===== src/rtl/ilv_pkg.sv =====
// Shared types for the ping-pong block interleaver: mode encoding, bank states and block size.
package ilv_pkg;

    typedef enum logic {
        MODE_ILV   = 1'b0,
        MODE_DEILV = 1'b1
    } ilv_mode_e;

    typedef enum logic [1:0] {
        BANK_EMPTY    = 2'd0,
        BANK_FILLING  = 2'd1,
        BANK_FULL     = 2'd2,
        BANK_DRAINING = 2'd3
    } bank_st_e;

    localparam int ILV_ROWS_DEF = 4;
    localparam int ILV_COLS_DEF = 7;

    function automatic int ilv_n(input int rows, input int cols);
        return rows * cols;
    endfunction

endpackage


===== src/rtl/ilv_addr_gen.sv =====
// Row/column counter pair walking a ROWS x COLS matrix row- or column-major; addr = row*COLS+col.
// Zero latency from counters to addr; advances only on step, wraps to 0 at the final position.
module ilv_addr_gen #(
    parameter int ROWS = 4,
    parameter int COLS = 7,
    parameter int AW   = $clog2(ROWS * COLS)
) (
    input  logic          clk,
    input  logic          rst,
    input  logic          step,
    input  logic          col_major,
    output logic [AW-1:0] addr,
    output logic          last
);

    localparam int RW = $clog2(ROWS);
    localparam int CW = $clog2(COLS);
    localparam logic [RW-1:0] ROW_MAX = RW'(ROWS - 1);
    localparam logic [CW-1:0] COL_MAX = CW'(COLS - 1);

    logic [RW-1:0] row_q, row_d;
    logic [CW-1:0] col_q, col_d;
    logic          row_end, col_end;

    always_comb begin
        row_end = (row_q == ROW_MAX);
        col_end = (col_q == COL_MAX);
        row_d   = row_q;
        col_d   = col_q;
        if (step) begin
            if (col_major) begin
                row_d = row_end ? '0 : row_q + 1'b1;
                if (row_end) col_d = col_end ? '0 : col_q + 1'b1;
            end else begin
                col_d = col_end ? '0 : col_q + 1'b1;
                if (col_end) row_d = row_end ? '0 : row_q + 1'b1;
            end
        end
    end

    assign last = row_end && col_end;
    assign addr = AW'(row_q) * AW'(COLS) + AW'(col_q);

    always_ff @(posedge clk or posedge rst) begin
        if (rst) begin
            row_q <= '0;
            col_q <= '0;
        end else begin
            row_q <= row_d;
            col_q <= col_d;
        end
    end

endmodule


===== src/rtl/block_interleaver.sv =====
// Ping-pong ROWS x COLS block (de)interleaver; first output one edge after a bank becomes FULL.
// Valid/ready both sides; input stalls only when both banks hold complete or draining blocks.
module block_interleaver
    import ilv_pkg::*;
#(
    parameter int ROWS = ILV_ROWS_DEF,
    parameter int COLS = ILV_COLS_DEF,
    parameter int W    = 1
) (
    input  logic         clk,
    input  logic         rst,
    input  logic         mode,
    input  logic         in_valid,
    output logic         in_ready,
    input  logic [W-1:0] in_data,
    output logic         out_valid,
    input  logic         out_ready,
    output logic [W-1:0] out_data,
    output logic         out_last
);

    localparam int N  = ilv_n(ROWS, COLS);
    localparam int AW = $clog2(N);

    logic [W-1:0] mem_q [2][N];

    bank_st_e  st_q   [2];
    bank_st_e  st_d   [2];
    ilv_mode_e mode_q [2];
    ilv_mode_e mode_d [2];

    logic          wr_bank_q, wr_bank_d;
    logic          rd_bank_q, rd_bank_d;
    logic          in_ready_q, in_ready_d;
    logic          out_valid_q, out_valid_d;
    logic          out_last_q, out_last_d;
    logic [W-1:0]  out_data_q, out_data_d;

    logic          wr_en, rd_en, rd_avail;
    logic          wr_last, rd_last;
    logic [AW-1:0] wr_addr, rd_addr;
    ilv_mode_e     wr_mode;

    // Deinterleave writes column-major and reads row-major, so one counter type serves both modes.
    ilv_addr_gen #(.ROWS(ROWS), .COLS(COLS), .AW(AW)) u_wr_addr (
        .clk       (clk),
        .rst       (rst),
        .step      (wr_en),
        .col_major (wr_mode == MODE_DEILV),
        .addr      (wr_addr),
        .last      (wr_last)
    );

    ilv_addr_gen #(.ROWS(ROWS), .COLS(COLS), .AW(AW)) u_rd_addr (
        .clk       (clk),
        .rst       (rst),
        .step      (rd_en),
        .col_major (mode_q[rd_bank_q] == MODE_ILV),
        .addr      (rd_addr),
        .last      (rd_last)
    );

    always_comb begin
        wr_en    = in_valid && in_ready_q;
        wr_mode  = (st_q[wr_bank_q] == BANK_EMPTY) ? ilv_mode_e'(mode) : mode_q[wr_bank_q];
        rd_avail = (st_q[rd_bank_q] == BANK_FULL) || (st_q[rd_bank_q] == BANK_DRAINING);
        rd_en    = rd_avail && (!out_valid_q || out_ready);

        st_d        = st_q;
        mode_d      = mode_q;
        wr_bank_d   = wr_bank_q;
        rd_bank_d   = rd_bank_q;
        out_valid_d = out_valid_q;
        out_last_d  = out_last_q;
        out_data_d  = out_data_q;

        if (wr_en) begin
            if (st_q[wr_bank_q] == BANK_EMPTY) begin
                st_d[wr_bank_q]   = BANK_FILLING;
                mode_d[wr_bank_q] = wr_mode;
            end
            if (wr_last) begin
                st_d[wr_bank_q] = BANK_FULL;
                wr_bank_d       = ~wr_bank_q;
            end
        end

        if (rd_en) begin
            out_valid_d = 1'b1;
            out_data_d  = mem_q[rd_bank_q][rd_addr];
            out_last_d  = rd_last;
            if (rd_last) begin
                st_d[rd_bank_q] = BANK_EMPTY;
                rd_bank_d       = ~rd_bank_q;
            end else begin
                st_d[rd_bank_q] = BANK_DRAINING;
            end
        end else if (out_ready) begin
            out_valid_d = 1'b0;
            out_last_d  = 1'b0;
        end

        in_ready_d = 1'b0;
        for (int i = 0; i < 2; i++) begin
            if (st_d[i] == BANK_EMPTY || st_d[i] == BANK_FILLING) in_ready_d = 1'b1;
        end
    end

    always_ff @(posedge clk) begin
        if (wr_en) mem_q[wr_bank_q][wr_addr] <= in_data;
    end

    always_ff @(posedge clk or posedge rst) begin
        if (rst) begin
            for (int i = 0; i < 2; i++) begin
                st_q[i]   <= BANK_EMPTY;
                mode_q[i] <= MODE_ILV;
            end
            wr_bank_q   <= 1'b0;
            rd_bank_q   <= 1'b0;
            in_ready_q  <= 1'b0;
            out_valid_q <= 1'b0;
            out_last_q  <= 1'b0;
            out_data_q  <= '0;
        end else begin
            st_q        <= st_d;
            mode_q      <= mode_d;
            wr_bank_q   <= wr_bank_d;
            rd_bank_q   <= rd_bank_d;
            in_ready_q  <= in_ready_d;
            out_valid_q <= out_valid_d;
            out_last_q  <= out_last_d;
            out_data_q  <= out_data_d;
        end
    end

    assign in_ready  = in_ready_q;
    assign out_valid = out_valid_q;
    assign out_last  = out_last_q;
    assign out_data  = out_data_q;

endmodule


===== config.mk =====
export PLATFORM = sky130hd
export DESIGN_NAME = block_interleaver
export DESIGN_NICKNAME = d
export VERILOG_FILES = /design/src/rtl/ilv_pkg.sv /design/src/rtl/ilv_addr_gen.sv /design/src/rtl/block_interleaver.sv
export SDC_FILE = /design/constraint.sdc
export NUM_CORES = 1
export LEC_CHECK = 0
export BUFFER_PORTS_ARGS = -buffer_cell sky130_fd_sc_hd__buf_2
export CAP_MARGIN = 20
export CORE_MARGIN = 10
export CORE_UTILIZATION = 40
export DETAILED_ROUTE_END_ITERATION = 10
export SYNTH_ARGS = -nofsm -noshare
export SYNTH_HDL_FRONTEND = slang
export SYNTH_SLANG_ARGS = --single-unit

===== constraint.sdc =====
create_clock -name clk -period 2.8 [get_ports clk]
set_input_delay 0.28 -clock clk [delete_from_list [all_inputs] [get_ports clk]]
set_output_delay 0.28 -clock clk [all_outputs]
set_load 0.1 [all_outputs]

== Word level (Yosys, flattened, before mapping) ==
Memory sizes are Yosys's and may differ from the RTL's.
Cells that the tools add are included.
Operators by class
  add/subtract/negate cells: 6
  order comparisons: 7
  multiply operators: 2
  bitwise gates (word level): 15
  multiplexer cells: 50
  equality and inequality tests: 10
  reductions and logical operators: 25
Operator list (number)
  2-to-1 mux 2 bit: 14
  2-to-1 mux 28 bit: 1
  2-to-1 mux 4 bit: 6
  2-to-1 mux 3 bit: 6
  2-to-1 mux 1 bit: 17
  AND reduction 2 bit: 7
  >= comparator 6 bit (second input constant): 2
  inverter 5 -> 6 bit: 2
  adder 5 x 3 -> 5 bit: 2
  multiplier 2 x 3 -> 5 bit (second input constant): 2
  equality test 2 bit (second input constant): 4
  logical AND 1 bit: 7
  adder 3 x 1 -> 3 bit (second input constant): 2
  equality test 3 bit (second input constant): 2
  zero test 2 bit: 3
  < comparator 6 x 1 -> 1 bit (second input constant): 1
  nonzero test 2 bit: 3
  binary-select mux 1 bit (select 5 bit): 1
  demux 1 bit (select 5 bit): 1
  adder 2 x 1 -> 2 bit (second input constant): 2
  bitwise AND 2 bit: 2
  bitwise AND 4 bit: 1
  demux 2 bit (select 1 bit): 2
  equality test 2 x 1 -> 1 bit (second input constant): 2
  14 further kinds: 23
Storage, ports and cells
  output and inout port bits: 4
  bits of input ports: 6
  logic and storage cells: 130
  memories: 1
  memory bits (writable): 56
  flip-flop bits (word level): 22
Memory list
  mem_q: words 2, bits a word 28, read ports 1, clocked after memory_dff 0, wr ports 1, RTL line block_interleaver.sv:25  | logic [W-1:0] mem_q [2][N];

== Depth between registers and ports, before layout ==
Gate-level depths: netlist of run 1.
  word-level depth: 19
  mapped depth: 11

== Modules after synthesis ==
Synthesis of run 1 repeated with hierarchy kept, for this count alone.
Second synthesis, totals
  cell total of the unflattened synthesis: 314
  area total of the unflattened synthesis: 3955.0 um^2
Modules (own cells, without submodules)
  block_interleaver: cells an instance 238, seq. area each 1981.9 um^2, area an instance 3124.2 um^2, instances 1
  ilv_addr_gen: cells an instance 38, seq. area each 125.1 um^2, area an instance 415.4 um^2, instances 2

== Least setup slack after synthesis of run 1 ==
OpenSTA, ideal clock, no wires.
  kind: register -> register
  start point: register u_rd_addr.col_q[1]
  end point: register out_data_q, in the netlist out_data
  setup time: 0.154 ns
  arrival time: 2.765 ns
  path buffers: 1
  setup slack: -0.119 ns
  required time: 2.646 ns
  stages on the path, launching flop included: 12
  cell sequence: dfrtp_1 fa_1 ha_1 inv_1 fa_1 clkbuf_1 mux4_1 nor2_1 a21oi_1 and3_2 o31ai_1 a41oi_1
Between the ends
  longest elaborated chain between the ends: 5
RTL lines
  from (decl): RTL line ilv_addr_gen.sv:22  | logic [CW-1:0] col_q, col_d;
  from (signal assigned): RTL line ilv_addr_gen.sv:50  | col_q <= col_d;
  adder 5 x 3 -> 5 bit: RTL line ilv_addr_gen.sv:42  | assign addr = AW'(row_q) * AW'(COLS) + AW'(col_q);
  inverter 5 -> 6 bit (not written as such): RTL line block_interleaver.sv:90  | out_data_d = mem_q[rd_bank_q][rd_addr];
  binary-select mux 1 bit (select 5 bit): RTL line block_interleaver.sv:90
  2-to-1 mux 1 bit (not written as such) (2 in series): RTL line block_interleaver.sv:90
  to (signal assigned): RTL line block_interleaver.sv:133  | out_data_q <= out_data_d;
  to (decl): RTL line block_interleaver.sv:37  | logic [W-1:0] out_data_q, out_data_d;
No other way between the ends. The select of a mux whose other input is x is not followed.
A chain may end at the register's enable or synchronous reset.

== Worst setup path after layout of run 1 ==
  start point: register u_rd_addr.row_q[0]
  end point: register out_data_q, in the netlist out_data
Between the ends
  longest elaborated chain between the ends: 6
RTL lines
  from (decl): RTL line ilv_addr_gen.sv:21  | logic [RW-1:0] row_q, row_d;
  from (signal assigned): RTL line ilv_addr_gen.sv:49  | row_q <= row_d;
  multiplier 2 x 3 -> 5 bit: RTL line ilv_addr_gen.sv:42
  adder 5 x 3 -> 5 bit: RTL line ilv_addr_gen.sv:42
  inverter 5 -> 6 bit (not written as such): RTL line block_interleaver.sv:90
  binary-select mux 1 bit (select 5 bit): RTL line block_interleaver.sv:90
  2-to-1 mux 1 bit (not written as such) (2 in series): RTL line block_interleaver.sv:90
No other way between the ends. The select of a mux whose other input is x is not followed.

==> run metrics, run 1 <==
# rows 36; gr ovfl total 0; CP Max Fanout 4; mux contribution to synthesized area 11.2%; fin. max-slew vios 0; Most used DFF post-synth edfxtp_1; Die X 119 µm; CP Cell Sequence fa_1, ha_2, inv_2, fa_2, mux4_2, nor2_2, a21oi_2, and3_4, o31ai_4, a41oi_2; layout cells sized above 1 between 20% and 30%; Die Height 119 µm; relative slew slack between 30 and 40%; WL final 7890 µm; final core occ 46.4%; Area Overhead vs Synth 14.5%; average wire per standard cell 16.1 µm; final setup violation count 1; GRT Overall Usage a little under an eighth; Async SR Flop Fraction 28.2%; Worst Skew 13.9 ps; worst path arrival time 3170 ps; Mapped Nets 343; antenna violations before repair 0; IO Port Bufs 9; Setup CP Type reg2reg; clock buffer count from CTS 9; number of global-route vias before repair 2530; Max Cap Viol 0; Clock Pin Slew Worst Setup and Hold Paths 80 ps; critical path data required time 2980 ps; final hold vios 0; Diodes inserted 0; Final HPWL DP 5440 µm; Synth Area in XOR/XNOR less than 1%; Via Count approximately 2500; hold_ws 125 ps; Compound-Gate Fraction of Synth Area 7.21%; Core ar. just under 10000 µm²; Worst Max-Slew Pin Slew slightly above 900 ps; Layout fillers 890; drt pass-1 iters 4; largest net degree at the start of global routing 57; final worst slack -191 ps; outcome finished with violations; largest family of logic cells by synthesized area simple AND/OR/NAND/NOR gates; antenna-violating nets left 0; adder-cell share of the synthesized area 6.28%; Min Clock Period, post-route about 3000 ps; failing checks setup timing; fin area 4470 µm²; syn avg cell area 12.2 µm²; drt drc 0; io pins 10; CP endpoint kind register; TritonCTS clock tree built; final worst path period share 107%; Synth cell types 45; Achievable Freq 334 MHz; Initial Util 40.5%; RSZ-0062 raised after global routing true; # hold bufs at CTS 0; worst-skew pair later-pin latency about 340 ps; worst hold path class in2async; fin nets 374; GPL Wtd Cong 0.813; H-tree depth 3; clk sink count 78; FF+latch count, synth slightly below 80; CP startpoint kind register; register area share after synthesis 57.2%; yosys warns 0; Placed Area 4190 µm²; vias per cell between 5 and 6; Synth Instances 321; first-pass GRT wire length 12900 µm; DRT iter0 DRCs ~270; Synth Area in Simple Gates 14.9%; Crit-path slowest cell fa_2; Post-synth EDFFs 56; delay of the slowest critical-path stage 580 ps; die area 14100 µm²; root cell of the clock tree clkbuf_8; post-synth design cell area 3900 µm²; maximum buffer depth of the clock tree 2
-- metrics by stage --
stage          TNS [ps]  worst slack [ps]  std cells
6_report           -191              -191        490
3_5_place_dp      -60.9             -60.9        473
5_1_grt            -277              -277        490
2_1_floorplan     -3.12             -3.12        321
4_1_cts           -94.9             -94.9        489
3_3_place_gp      -40.3             -40.3        473
-- Yosys cell counts (2+ instances only) --
cell | instances | area, µm²
o22ai_1 | 2 | 12.5
o21bai_1 | 2 | 15.0
a2111oi_0 | 4 | 35.0
mux2_2 | 12 | 135
mux4_2 | 4 | 90.1
ha_1 | 10 | 125
a31oi_1 | 4 | 25.0
xor2_1 | 3 | 26.3
nor2_1 | 76 | 285
mux4_1 | 3 | 78.8
nor3_1 | 5 | 25.0
nand2b_1 | 2 | 12.5
nand4_1 | 2 | 12.5
o21a_1 | 2 | 15.0
nand2_1 | 22 | 82.6
and2_1 | 2 | 12.5
fa_1 | 6 | 120
nand3_1 | 11 | 55.1
inv_1 | 8 | 30.0
a21o_1 | 3 | 22.5
o31ai_1 | 2 | 15.0
buf_6 | 4 | 45.0
buf_2 | 2 | 10.0
nor2b_1 | 9 | 56.3
a21oi_1 | 7 | 35.0
o21ai_0 | 8 | 40.0
edfxtp_1 | 56 | 1680
mux2i_1 | 12 | 120
dfrtp_1 | 22 | 551
-- routing by layer --
metal | track usage (%) | routed length, µm | up-vias
met1 | 14.1 | 3710 | 1262
met5 | 0 | 0 | -
li1 | - | - | 1231
met4 | 5.27 | 151 | 0
met3 | 1.24 | 99 | 12
met2 | 19.2 | 3930 | 21
-- layout make-up --
cell class / instances / area (µm²) / area share, %
Sequential cell: 78 / 2230 / 50.0
Multi-Input combinational cell: 228 / 1650 / 37.0
Clock buffer: 14 / 195 / 4.37
Timing Repair Buffer: 27 / 180 / 4.03
Tap cell: 133 / 166 / 3.72
Inverter: 8 / 30.0 / 0.672
Clock inverter: 2 / 11.3 / 0.252
-- what timing repair did --
item | CTS | global route
pin swaps | 0 | 7
endpoints found under the setup margin | 1 | 35
resized for setup | 1 | 20
buffers inserted | 0 | 1
-- cells in the final DEF (no fill, tap or decap), types with 2 or more instances in the layout --
cell	n
nor2_1	75
edfxtp_1	56
dfrtp_1	21
nand2_1	19
buf_4	18
mux2_2	12
mux2i_1	12
clkbuf_8	10
nor2b_1	9
buf_2	9
o21ai_0	8
nand3_1	8
ha_1	8
inv_1	7
a21oi_1	5
nor3_1	5
mux4_2	5
fa_1	5
a31oi_1	4
xor2_1	3
a21o_1	3
nand2_2	3
nand3_2	3
a2111oi_0	3
nand2b_1	2
and2_1	2
nand4_1	2
o21a_1	2
o22ai_1	2
o21bai_1	2
a21oi_2	2
mux4_1	2
ha_2	2
clkbuf_1	2
clkbuf_16	2
-- logic make-up after synthesis --
kind of cell    Yosys count
buf+inv                  15
compound gates           41
mux                      32
fa+ha+maj                16
xor+xnor                  4
simple gates            135
flops                    78
-- worst max-delay path: cells and delay by family, from the launching register on --
family | cells | cell delay, ps
simple gates | 2 | 300
fa+ha+maj | 3 | 1330
compound gates | 3 | 420
buf+inv | 1 | 40
mux | 1 | 310
flops | 1 | 430
-- path summary, 6_finish.rpt --
check / start / to / slack (ps) / cells past startpoint
min: rst / u_rd_addr.col_q[0] / 130 / 2
min in group clk: mode / mode_q[1] / 200 / 2
max in group asynchronous: rst / u_wr_addr.row_q[0] / 2060 / 2
max reg2reg: u_rd_addr.row_q[0] / out_data / -190 / 10
max: u_rd_addr.row_q[0] / out_data / -190 / 10
min reg2reg: mode_q[0] / mode_q[0] / 550 / 1
-- registers in the layout, indices dropped and copies added (netlist names) --
name	flops
in_ready	1
u_rd_addr.row_q	2
mode_q	2
out_last	1
st_q	4
wr_bank_q	1
rd_bank_q	1
u_wr_addr.col_q	3
u_rd_addr.col_q	3
out_data	1
u_wr_addr.row_q	2
mem_q	56
out_valid	1
Power of run 1 is left out: the tool's default activity adds up to more than one toggle a clock period on the data nets, which glitch-free logic cannot reach.
==> run 2, diff against run 1 <==
- SYNTH_HIERARCHICAL: not set -> 1
==> run metrics, run 2 <==
GRT Overall Usage 11.7% (+0.40 points); Async SR Flop Fraction 28.2% (unchanged); die area 14300 µm² (+1.1%); final setup violation count 1 (unchanged); Initial Util 40.8% (+0.33 points); Diodes inserted 0 (unchanged); worst path arrival time 3050 ps (-120 ps); Post-synth EDFFs 56 (unchanged); H-tree depth 3 (unchanged); Most used DFF post-synth edfxtp_1; Core ar. 9680 µm² (+0.47%); Largest Register mem_q; CP Cell Sequence inv_2, fa_1, inv_2, ha_4, fa_2, mux4_2, mux2_4, a22oi_2, o221a_1, o22ai_1; Total Neg Setup Slack -8.07 ps (+183 ps); CP startpoint kind register; io pins 10 (unchanged); Worst Max-Slew Pin Slew 851 ps (-65.8 ps); fin. max-slew vios 0 (unchanged); number of flip-flops in the largest register 56 (unchanged); Mapped Nets 336 (-2.0%); CP Max Fanout 3 (-1); DRT iter0 DRCs 159 (-41%); RSZ-0062 raised after global routing true; Synth top area share 42.5% (-0.54 points); Placed Area 4220 µm² (+0.84%); final worst slack -8.07 ps (+183 ps); GPL Wtd Cong 0.782 (-3.9%); worst-skew pair later-pin latency 360 ps (+20 ps); FF-to-FF path depth 10 (unchanged); relative slew slack 43.2% (+4.5 points); layout cells sized above 1 24.9% (+3.0 points); vias per cell 5.26 (+2.0%); most frequent cell after synthesis nor2_1; worst hold path class in2reg; Setup CP Type reg2reg; first-pass GRT wire length 13300 µm (+3.4%); maximum buffer depth of the clock tree 2 (unchanged); CP most frequent cell inv_2; antenna-violating nets left 0 (unchanged); fin area 4530 µm² (+1.4%); R2R Setup Slk -8 ps (+180 ps); outcome finished with violations; final worst path period share 100% (-6.5 points); RR Endpoint out_data; clk sink count 78 (unchanged); post-synth design cell area 3960 µm² (+1.3%); Worst Skew 11.0 ps (-2.81 ps); Worst Hold Depth 2; antenna violations before repair 0 (unchanged); commonest non-fill, non-tap cell in the layout nor2_1; Largest regs mem_q x56, st_q x4; Worst Hold End mode_q[1]; delay of the slowest critical-path stage 570 ps (about the same); Synth area leaders edfxtp_1, dfrtp_1, nor2_1; FF+latch count, synth 78 (unchanged); Die Height 119 µm (+0.53%); number of global-route vias before repair 2554 (+0.95%); Final HPWL DP 5380 µm (-1.1%); Pwr Density 1230 nW/µm²; reg2reg start u_rd_addr/row_q[0]; TritonCTS clock tree built; root cell of the clock tree clkbuf_8; CP endpoint kind register; Die X 119 µm (+0.53%); Via Count 2497 (-1.1%); Post-Place Cells 457 (-3.4%); clock buffer count from CTS 9 (unchanged); register area share after synthesis 56.4% (-0.72 points); fin nets 359 (-4.0%); drt drc 0 (unchanged); drt pass-1 iters 4 (unchanged); yosys warns 6 (+6); failing checks setup timing; Final Power 5.56 mW; Area Overhead vs Synth 14.6%; final hold vios 0 (unchanged); commonest cells after routing, fill and taps aside nor2_1, edfxtp_1, dfrtp_1; hold path startpoint mode; IO Port Bufs 9 (unchanged); DP Worst Slack -44.4 ps (+16.5 ps); P_leak 1.67 nW; gr ovfl total 0 (unchanged); top cell type by total area after synthesis edfxtp_1; Crit path max-delay family adder cells; critical path data required time 3050 ps (+70 ps); worst vdd ir between 500 and 600 µV; WL final 7900 µm (+0.16%); Synth Instances 314 (-2.2%); Min Clock Period, post-route 2810 ps (-183 ps); syn avg cell area 12.6 µm² (+3.5%); largest net degree at the start of global routing 57 (unchanged); Synth cell types 45 (unchanged); top cells by count, synth nor2_1, edfxtp_1, dfrtp_1; Clock Pin Slew Worst Setup and Hold Paths 90 ps (about the same); WP buf/inv 2 (+1); Crit-path slowest cell fa_2; average wire per standard cell 16.6 µm (+3.3%); Max Cap Viol 0 (unchanged); Achievable Freq 356 MHz (+6.5%); final non-filler cell total 475 (-3.1%); # rows 36 (unchanged)
[run 2: how the worst max path moves through the flow]
stage                       startpoint  slack (ps)  cells past startpoint       end
global route        u_rd_addr/row_q[0]        -150                     10  out_data
CTS                 u_rd_addr/row_q[0]         -20                     10  out_data
global placement    u_rd_addr/col_q[1]           5                     10  out_data
floorplan           u_rd_addr/row_q[1]         -50                     11  out_data
detailed placement  u_rd_addr/col_q[1]         -40                     10  out_data
finish              u_rd_addr/row_q[0]          -8                     10  out_data
[run 2: layer usage]
metal  up-vias  global-route usage [%]  part of all wire (%)
met5         -                       0                     0
met4         0                    5.73                   2.0
met3        12                    2.27                   1.8
met2        29                    19.1                    50
met1      1267                    14.5                    46
li1       1189                       -                     -
[run 2: cell families (layout without fill, tap and decap cells)]
family / Yosys count / after routing / share of synthesized area (%)
AOI/OAI and AO/OA: 42 / 42 / 7.43
and+or+nand+nor: 115 / 115 / 13.2
muxes: 32 / 32 / 13.0
adders and majority gates: 16 / 16 / 6.20
buffers and inverters: 28 / 56 / 3.10
DFF: 78 / 78 / 56.4
xor gates and xnor gates: 3 / 3 / 0.664
[run 2: timing repair]
action	4_1_cts	5_1_grt
pin swaps	3	7
hold buffers	1	0
buffers inserted	0	1
resized for setup	2	13
endpoints found under the setup margin	1	36
endpoints found under the hold margin	21	0
[run 2: where the power goes]
group	leakage (nW)	internal [mW]	switching, mW
clock	0.124	0.596	0.428
sequential	0.781	1.42	0.0887
combinational	0.769	1.28	1.75
[run 2: metrics by stage]
stage          utilization [%]  hold slack (ps)
2_1_floorplan                -             58.5
3_3_place_gp              43.6              227
3_5_place_dp              43.6              234
4_1_cts                   46.2              173
5_1_grt                   46.8              177
6_report                  46.8              190
[run 2: layout make-up]
cell class                 count  area (µm²)
tap                          133         166
sequential                    78        2230
timing repair buffer          23         153
inverter                      17        63.8
fill                         880        5150
clock buffer                   9         124
clock inverter                 7         121
multi-input combinational    208        1670
[run 2: worst reg2reg max path: stages, from the launching register on]
cell     delay, ps
dfrtp_1        360
inv_2           40
fa_1           550
inv_2           50
ha_4           150
fa_2           570
mux4_2         310
mux2_4         270
a22oi_2        110
o221a_1        200
o22ai_1         60
(Power assumes the default switching activity.)
==> run 3, diff against run 2 <==
- GPL_TIMING_DRIVEN: not set -> 0
- SETUP_SLACK_MARGIN: not set -> 0.4
==> run metrics, run 3 (synthesized netlist as in run 2, its figures left out) <==
failing checks setup timing; Post-Place Cells 456 (-0.22%); worst hold path class in2reg; final non-filler cell total 497 (+4.6%); RSZ-0062 raised after global routing true; Area Overhead vs Synth 31.4%; final worst path period share 107% (+6.8 points); Final HPWL DP 5500 µm (+2.2%); Die Height 119 µm (unchanged); Critical Path Stages 11 (+1); GPL Wtd Cong 0.733 (-6.2%); Worst Skew 9.54 ps (-1.51 ps); io pins 10 (unchanged); number of global-route vias before repair 2753 (+7.8%); gr ovfl total 0 (unchanged); Die X 119 µm (unchanged); TritonCTS clock tree built; Diodes inserted 0 (unchanged); reg2reg start u_rd_addr/row_q[0]; Worst Max-Slew Pin Slew 877 ps (+25.8 ps); die area 14300 µm² (unchanged); register area 2230 µm² (+0.11%); CP endpoint kind register; final core occ 53.7% (+6.9 points); WP buf/inv 3 (+1); root cell of the clock tree clkbuf_8; outcome finished with violations; Largest regs mem_q x56, st_q x4; clk sink count 78 (unchanged); WL final 8860 µm (+12%); final worst slack -197 ps (-189 ps); number of flip-flops in the largest register 56 (unchanged); Worst Setup SP u_rd_addr/row_q[0]; DRT iter0 DRCs 191 (+20%); DP Worst Slack -279 ps (-235 ps); Initial Util 40.8% (unchanged); worst-skew pair later-pin latency 350 ps (about the same); Multi-input gate area 2130 µm² (+27%); commonest cells after routing, fill and taps aside nor2_4, edfxtp_1, buf_4, dfrtp_1; Setup CP Type reg2reg; Min Clock Period, post-route 3000 ps (+189 ps); Largest Register mem_q; relative slew slack 41.4% (-1.9 points); # rows 36 (unchanged); fin. max-slew vios 0 (unchanged); R2R Setup Slk -200 ps (-190 ps); Max Cap Viol 0 (unchanged); Achievable Freq 334 MHz (-6.3%); Via Count 2652 (+6.2%); RR Endpoint out_data; Core ar. 9680 µm² (unchanged); CP Max Fanout 4 (+1); fin nets 382 (+6.4%); Layout fillers 798 (-9.3%); antenna-violating nets left 0 (unchanged); H-tree depth 3 (unchanged); final setup violation count 1 (unchanged); CP startpoint kind register; critical path data required time 3030 ps (-20 ps); antenna violations before repair 0 (unchanged); worst path arrival time 3230 ps (+180 ps); Crit-path slowest cell fa_1; drt pass-1 iters 4 (unchanged); Crit path max-delay family adder cells; largest net degree at the start of global routing 57 (unchanged); vias per cell 5.34 (+1.5%); GRT Overall Usage 12.8% (+1.1 points); layout cells sized above 1 44.8% (+20 points); average wire per standard cell 17.8 µm (+7.1%); Clock Pin Slew Worst Setup and Hold Paths 80 ps (about the same); FF-to-FF path depth 11 (+1); clock buffer count from CTS 9 (unchanged); IO Port Bufs 9 (unchanged); fin area 5200 µm² (+15%); final hold vios 0 (unchanged); Critical Path End out_data; delay of the slowest critical-path stage 560 ps (about the same); Placed Area 4290 µm² (+1.6%); first-pass GRT wire length 14400 µm (+8.2%); CP Cell Sequence inv_2, fa_1, inv_2, ha_4, fa_1, clkbuf_8, mux4_2, mux2_4, a22oi_2, o221a_1, o22ai_1; maximum buffer depth of the clock tree 2 (unchanged); drt drc 0 (unchanged)
==> run 3: changes by cell type in the layout (fill, tap and decap cells not counted), sizes merged <==
cell      previous run  this run
bufinv               3         1
clkbuf               9        15
clkinvlp             0         2
buf                 22        39
inv                 18        17
==> run 3: per-layer routing <==
metal  vias to the layer above  share of wire, %  GRT usage, %
met5                         -                 0             0
met4                         0               1.9          6.03
met3                        11               3.7          3.40
met2                        57                51          20.9
met1                      1342                43          15.5
li1                       1242                 -             -
==> run 3: worst min path at each step <==
stage / startpoint / endpoint / slack [ps] / cells after the start
finish: mode / mode_q[1] / 200 / 2
global route: mode / mode_q[1] / 180 / 2
CTS: mode / mode_q[1] / 180 / 2
detailed placement: rst / u_wr_addr/col_q[2] / 230 / 2
global placement: rst / u_wr_addr/col_q[1] / 220 / 2
floorplan: rst / u_rd_addr/col_q[0] / 60 / 1
==> run 3: what timing repair did <==
item / CTS / global route
setup buffers: 16 / 9
endpoints found under the setup margin: 57 / 58
gates cloned: 0 / 0
hold endpoints to repair: 22 / 0
gates resized for setup: 92 / 28
pin swaps: 16 / 9
hold buffers: 1 / 0
==> run 3: cell type report <==
type | count | area share, %
Inverter | 17 | 1.23
Multi-Input combinational cell | 208 | 41.0
Timing Repair Buffer | 35 | 5.39
Clock inverter | 6 | 1.23
Clock buffer | 9 | 2.38
Tap cell | 133 | 3.20
Buffer | 11 | 2.55
Sequential cell | 78 | 43.0
==> run 3: through the flow <==
step | setup TNS (ps) | hold WS [ps]
3_3_place_gp | -855 | 220
6_report | -197 | 196
2_1_floorplan | -49.3 | 58.5
4_1_cts | -136 | 179
5_1_grt | -1020 | 183
3_5_place_dp | -1310 | 231
==> run 3: worst reg2reg max path: cells and delay by family, from the launching register on <==
kind	cells	cell delay, ps
flops	1	390
compound gates	3	400
buf+inv	3	250
mux	2	600
fa+ha+maj	3	1240
Power of run 3 is left out for the same reason.
